`src/rtl/spi_req_arbiter.sv`:
```
// spi_req_arbiter: round-robin sequencer sharing one byte-level SPI master
// between NUM_REQ requesters, with burst locking and a hold timeout.
//
// Ports:
//   clk, rst_n            system clock, synchronous active-low reset
//   req, req_data,        per-requester byte request (level), tx byte
//   req_last                (requester i at [8i+7:8i]) and last-of-burst flag
//   ack, rsp_valid        one-hot 1-cycle pulses to the owner
//   rsp_data              received byte, valid with rsp_valid
//   grant                 one-hot current owner, 0 when idle
//   abort                 1-cycle pulse when a burst times out in HOLD
//   m_start, m_tx_data    start pulse and tx byte to the SPI master
//   m_busy, m_done,       SPI master status and rx byte (valid with m_done)
//   m_rx_data
module spi_req_arbiter #(
  parameter int NUM_REQ      = 3,
  parameter int HOLD_TIMEOUT = 16
) (
  input  logic                 clk,
  input  logic                 rst_n,
  input  logic [NUM_REQ-1:0]   req,
  input  logic [8*NUM_REQ-1:0] req_data,
  input  logic [NUM_REQ-1:0]   req_last,
  output logic [NUM_REQ-1:0]   ack,
  output logic [NUM_REQ-1:0]   rsp_valid,
  output logic [7:0]           rsp_data,
  output logic [NUM_REQ-1:0]   grant,
  output logic                 abort,
  output logic                 m_start,
  output logic [7:0]           m_tx_data,
  input  logic                 m_busy,
  input  logic                 m_done,
  input  logic [7:0]           m_rx_data
);

  localparam int IW = (NUM_REQ > 1) ? $clog2(NUM_REQ) : 1;
  localparam int CW = $clog2(HOLD_TIMEOUT);
  localparam logic [IW-1:0] LAST_INIT = IW'(NUM_REQ - 1);
  localparam logic [CW-1:0] HOLD_LAST = CW'(HOLD_TIMEOUT - 1);

  typedef enum logic [1:0] {IDLE, ISSUE, WAIT, HOLD} state_t;

  state_t                     state;
  logic [IW-1:0]              owner;
  logic [IW-1:0]              last_owner;
  logic                       last_q;
  logic [CW-1:0]              hold_cnt;

  logic [NUM_REQ-1:0][7:0]    req_bytes;
  logic                       sel_found;
  logic [IW-1:0]              sel_idx;
  logic [IW-1:0]              cand_idx;

  assign req_bytes = req_data;

  function automatic logic [NUM_REQ-1:0] onehot(input logic [IW-1:0] i);
    logic [NUM_REQ-1:0] r;
    r    = '0;
    r[i] = 1'b1;
    return r;
  endfunction

  // Rotating priority: the search starts one past the previous owner and
  // wraps, so the previous owner is considered last.
  always_comb begin
    sel_found = 1'b0;
    sel_idx   = '0;
    cand_idx  = '0;
    for (int unsigned k = 1; k <= NUM_REQ; k++) begin
      cand_idx = IW'((32'(last_owner) + k) % NUM_REQ);
      if (!sel_found && req[cand_idx]) begin
        sel_found = 1'b1;
        sel_idx   = cand_idx;
      end
    end
  end

  // m_tx_data doubles as the latched byte: it is loaded when the byte is
  // accepted and only changes again at the next accept, which can only
  // happen after m_done.
  always_ff @(posedge clk) begin
    if (!rst_n) begin
      state      <= IDLE;
      owner      <= '0;
      last_owner <= LAST_INIT;
      last_q     <= 1'b0;
      hold_cnt   <= '0;
      ack        <= '0;
      rsp_valid  <= '0;
      rsp_data   <= '0;
      grant      <= '0;
      abort      <= 1'b0;
      m_start    <= 1'b0;
      m_tx_data  <= '0;
    end else begin
      ack       <= '0;
      rsp_valid <= '0;
      abort     <= 1'b0;
      m_start   <= 1'b0;
      case (state)
        IDLE: begin
          if (sel_found) begin
            owner     <= sel_idx;
            grant     <= onehot(sel_idx);
            ack       <= onehot(sel_idx);
            m_tx_data <= req_bytes[sel_idx];
            last_q    <= req_last[sel_idx];
            state     <= ISSUE;
          end
        end
        ISSUE: begin
          if (!m_busy) begin
            m_start <= 1'b1;
            state   <= WAIT;
          end
        end
        WAIT: begin
          if (m_done) begin
            rsp_valid <= onehot(owner);
            rsp_data  <= m_rx_data;
            if (last_q) begin
              grant      <= '0;
              last_owner <= owner;
              state      <= IDLE;
            end else begin
              hold_cnt <= '0;
              state    <= HOLD;
            end
          end
        end
        HOLD: begin
          if (req[owner]) begin
            ack       <= onehot(owner);
            m_tx_data <= req_bytes[owner];
            last_q    <= req_last[owner];
            state     <= ISSUE;
          end else if (hold_cnt == HOLD_LAST) begin
            abort      <= 1'b1;
            grant      <= '0;
            last_owner <= owner;
            state      <= IDLE;
          end else begin
            hold_cnt <= hold_cnt + 1'b1;
          end
        end
        default: state <= IDLE;
      endcase
    end
  end

endmodule

```
`config.mk`:
```
export PLATFORM = sky130hd
export DESIGN_NAME = spi_req_arbiter
export DESIGN_NICKNAME = d
export VERILOG_FILES = /design/src/rtl/spi_req_arbiter.sv
export SDC_FILE = /design/constraint.sdc
export NUM_CORES = 1
export LEC_CHECK = 0
export ABC_AREA = 1
export BUFFER_PORTS_ARGS = -buffer_cell sky130_fd_sc_hd__buf_2
export CAP_MARGIN = 20
export CORE_UTILIZATION = 47
export DETAILED_ROUTE_END_ITERATION = 7
export PLACE_DENSITY = 0.82
export SYNTH_ARGS = -nofsm -noshare
export SYNTH_HDL_FRONTEND = slang
export SYNTH_SLANG_ARGS = --single-unit
```
`constraint.sdc`:
```
create_clock -name clk -period 1.96 [get_ports clk]
set_input_delay 0 -clock clk [delete_from_list [all_inputs] [get_ports clk]]
set_output_delay 0 -clock clk [all_outputs]
set_load 0.01 [all_outputs]
```
==> qor.csv <==
stage;metric;value;unit
run_status;violations;negative setup slack;
power;power.leakage;0.00164;uW
floorplanning;io_pins;69;
floorplanning;rows;25;
layout;multiInputGateArea;1590;um^2
power;p_per_area;2040;nW/um^2
timing;max_freq;496;MHz
floorplanning;core-area;4820;um^2
timing;period_needed;2010;ps
critical_path;critPathRequiredTime;2160;ps
yosys;syn_area;2390;um^2
route;vias;2768;
route;drt-vias-per-instance;5.34;
global_routing;met1_usage;31.0;%
route;wl_per_cell;13.6;um
clocking;clock_path_buffers;2;
yosys;synth_cell_types;35;
timing;fin_crit_sh;103;%
placement;gp_congestion;0.899;
global_routing;gr-max-usage-layer;met2;
floorplanning;die-area;5370;um^2
layout;layout.nets;502;
route;drtIter0Drc;244;
route;ant_nets;0;
timing;hold_viol;0;
placement;dp_slack;-132;ps
global_routing;grt_pass1_vias;2473;
clocking;cts.htree.levels;2;
floorplanning;die_w;73.3;um
clocking;clk_latency;290;ps
critical_path;path_class;reg2reg;
power;peakVddDrop;0.993;mV
critical_path;cp_max_fo;6;
yosys;synthTopCellsByCount;nand2_1, nor2_1, inv_1;
global_routing;use_met2;43.7;%
timing;relSlewSlack;61.7;%
yosys;syn_inst;356;
floorplanning;die_h;73.3;um
global_routing;grt-ovfl-total;0;
placement;io_buffers;68;
global_routing;grt_max_degree;15;
placement;dp_hpwl;4480;um
global_routing;grt_pass1_wl;10600;um
yosys;yosysTopAreaCellShare;31.8;%
timing;tns;-244;ps
layout;final_layout_size_suffix_gt1_share;37.3;%
timing;final-setup-viol-count;10;
critical_path;start_kind;flop;
clocking;cts_made_buffers;5;
floorplanning;start_util;49.6;%
yosys;ys_warn_count;0;
clocking;cts-root-buf;clkbuf_8;
global_routing;grtUsageMet3;5.21;%
layout;diodes;0;
yosys;avgSynthCellArea;6.71;um^2
layout;nFillCells;397;
yosys;synth_area_leaders;dfxtp_1, nand2_1, nand3_1, nor2_1, inv_1;
yosys;synthArstFlopShare;0;%
critical_path;startpoint;last_owner[0]$_SDFFE_PN0P_;
yosys;synth-seq-cells;38;
clocking;cts_tree;done;
timing;setup_slack;-54.4;ps
yosys;post-synth-top-count-cell;nand2_1;
clocking;clock_sinks;38;
yosys;syn_nets;408;
yosys;synth_top_area_cell;dfxtp_1;
yosys;synth_edf_count;0;
timing;tightest_slew;574;ps
yosys;synthFlopType;dfxtp_1;
global_routing;grt_use_total;25.6;%
min_path;hold_start;rst_n;
timing;finalMaxSlewViolations;0;
yosys;yosysSeqAreaShare;31.8;%
critical_path;endpoint_kind;flop;
global_routing;antenna_found_initial;0;
run_status;run_status;finished with violations;
critical_path;reg2reg_from;last_owner[0]$_SDFFE_PN0P_;
timing;rsz0062_at_grt;true;
route;drc;0;
layout;regArea;766;um^2
critical_path;cp.arrival;2220;ps
clocking;clk_pin_slew_worst_paths;80;ps
route;wl;7070;um
timing;finClkSkew;8.17;ps
run;cap_violations;0;
layout;area_delta_synth_final;39.4;%
min_path;hold_path.class;in2reg;
route;firstDrtPassIters;5;
power breakdown:
part / total (uW) / internal (uW) / switching (uW)
combinational: 5110 / 2050 / 3060
clock: 558 / 284 / 274
sequential: 1150 / 989 / 160
cell usage in the layout (no fill, tap or decap), types with 6 or more instances in the layout:
master	Yosys	layout
a21oi_2	10	12
a221oi_1	9	9
buf_2	1	68
nor3_1	7	7
nand3_1	31	26
dfxtp_1	38	36
clkbuf_8	0	6
a21oi_1	21	18
nand2_2	13	19
inv_2	4	6
nor2_1	40	33
inv_1	39	35
buf_6	1	7
ha_1	10	7
nand2_1	84	75
buf_4	1	13
o21ai_0	14	14
dlygate4sd3_1	0	9
cell type report:
| type | count | area share (%) |
|---|---|---|
| Timing Repair Buffer | 98 | 18.8 |
| Sequential cell | 38 | 23.0 |
| Clock buffer | 7 | 2.59 |
| Inverter | 44 | 5.18 |
| Multi-Input combinational cell | 263 | 47.8 |
| Tap cell | 67 | 2.52 |
| Clock inverter | 1 | 0.150 |
logic make-up (layout without fill, tap and decap cells):
| logic type | count (synthesis) | count (layout) | share of synthesized area [%] |
|---|---|---|---|
| compound gates | 66 | 66 | 18.2 |
| buf+inv | 57 | 150 | 10.2 |
| fa+ha+maj | 10 | 10 | 5.24 |
| simple gates | 183 | 185 | 33.9 |
| xor+xnor | 2 | 2 | 0.733 |
| flops | 38 | 38 | 31.8 |
layer usage:
metal / wire [um] / part of all wire (%)
met1: 2970 / 42
met4: 199 / 2.8
met5: 0 / 0
met3: 570 / 8.1
met2: 3330 / 47
metrics by stage:
stage          hold slack (ps)  utilization (%)  power (uW)  cells  cell area, um^2
2_1_floorplan             78.6                -        4100    356             2400
3_3_place_gp               201             59.4        4950    493             2860
3_5_place_dp               201             59.4        5030    493             2860
4_1_cts                   48.2             64.6        5900    513             3110
5_1_grt                   72.6             69.2        7320    518             3330
6_report                  52.5             69.2        6810    518             3330
registers in the layout, indices dropped and copies added, names as in the netlist, 2 cells and up:
signal      flops
grant           3
state           2
rsp_valid       3
ack             3
owner           2
m_tx_data       8
last_owner      2
rsp_data        8
hold_cnt        4
path summary, 6_finish.rpt:
path | to | slack, ps | cells past startpoint
max | state[0]$_SDFFE_PN0P_ | -50 | 12
min | last_owner[1]$_SDFFE_PN1P_ | 50 | 2
max reg2reg | state[0]$_SDFFE_PN0P_ | -50 | 12
min reg2reg | grant[0]$_SDFFE_PN0P_ | 470 | 2
timing repair:
| item | 4_1_cts | 5_1_grt |
|---|---|---|
| hold buffers | 9 | 0 |
| resized for setup | 12 | 51 |
| pin swaps | 4 | 22 |
| endpoints found under the hold margin | 9 | 0 |
| cloned | 2 | 1 |
| setup endpoints to repair | 16 | 21 |
| buffers inserted | 1 | 4 |
critical path, cell delays in order, from the launching register on:
cell     delay, ps
dfxtp_2        340
inv_2           60
ha_4           320
inv_6           60
nand2_4         70
nand3_4         70
nand2_4        100
nand4_1        160
or2_4          290
buf_12         150
nand2_2         80
nor3_1          50
nor3_1         190
Power figures use the tool's default switching activity.
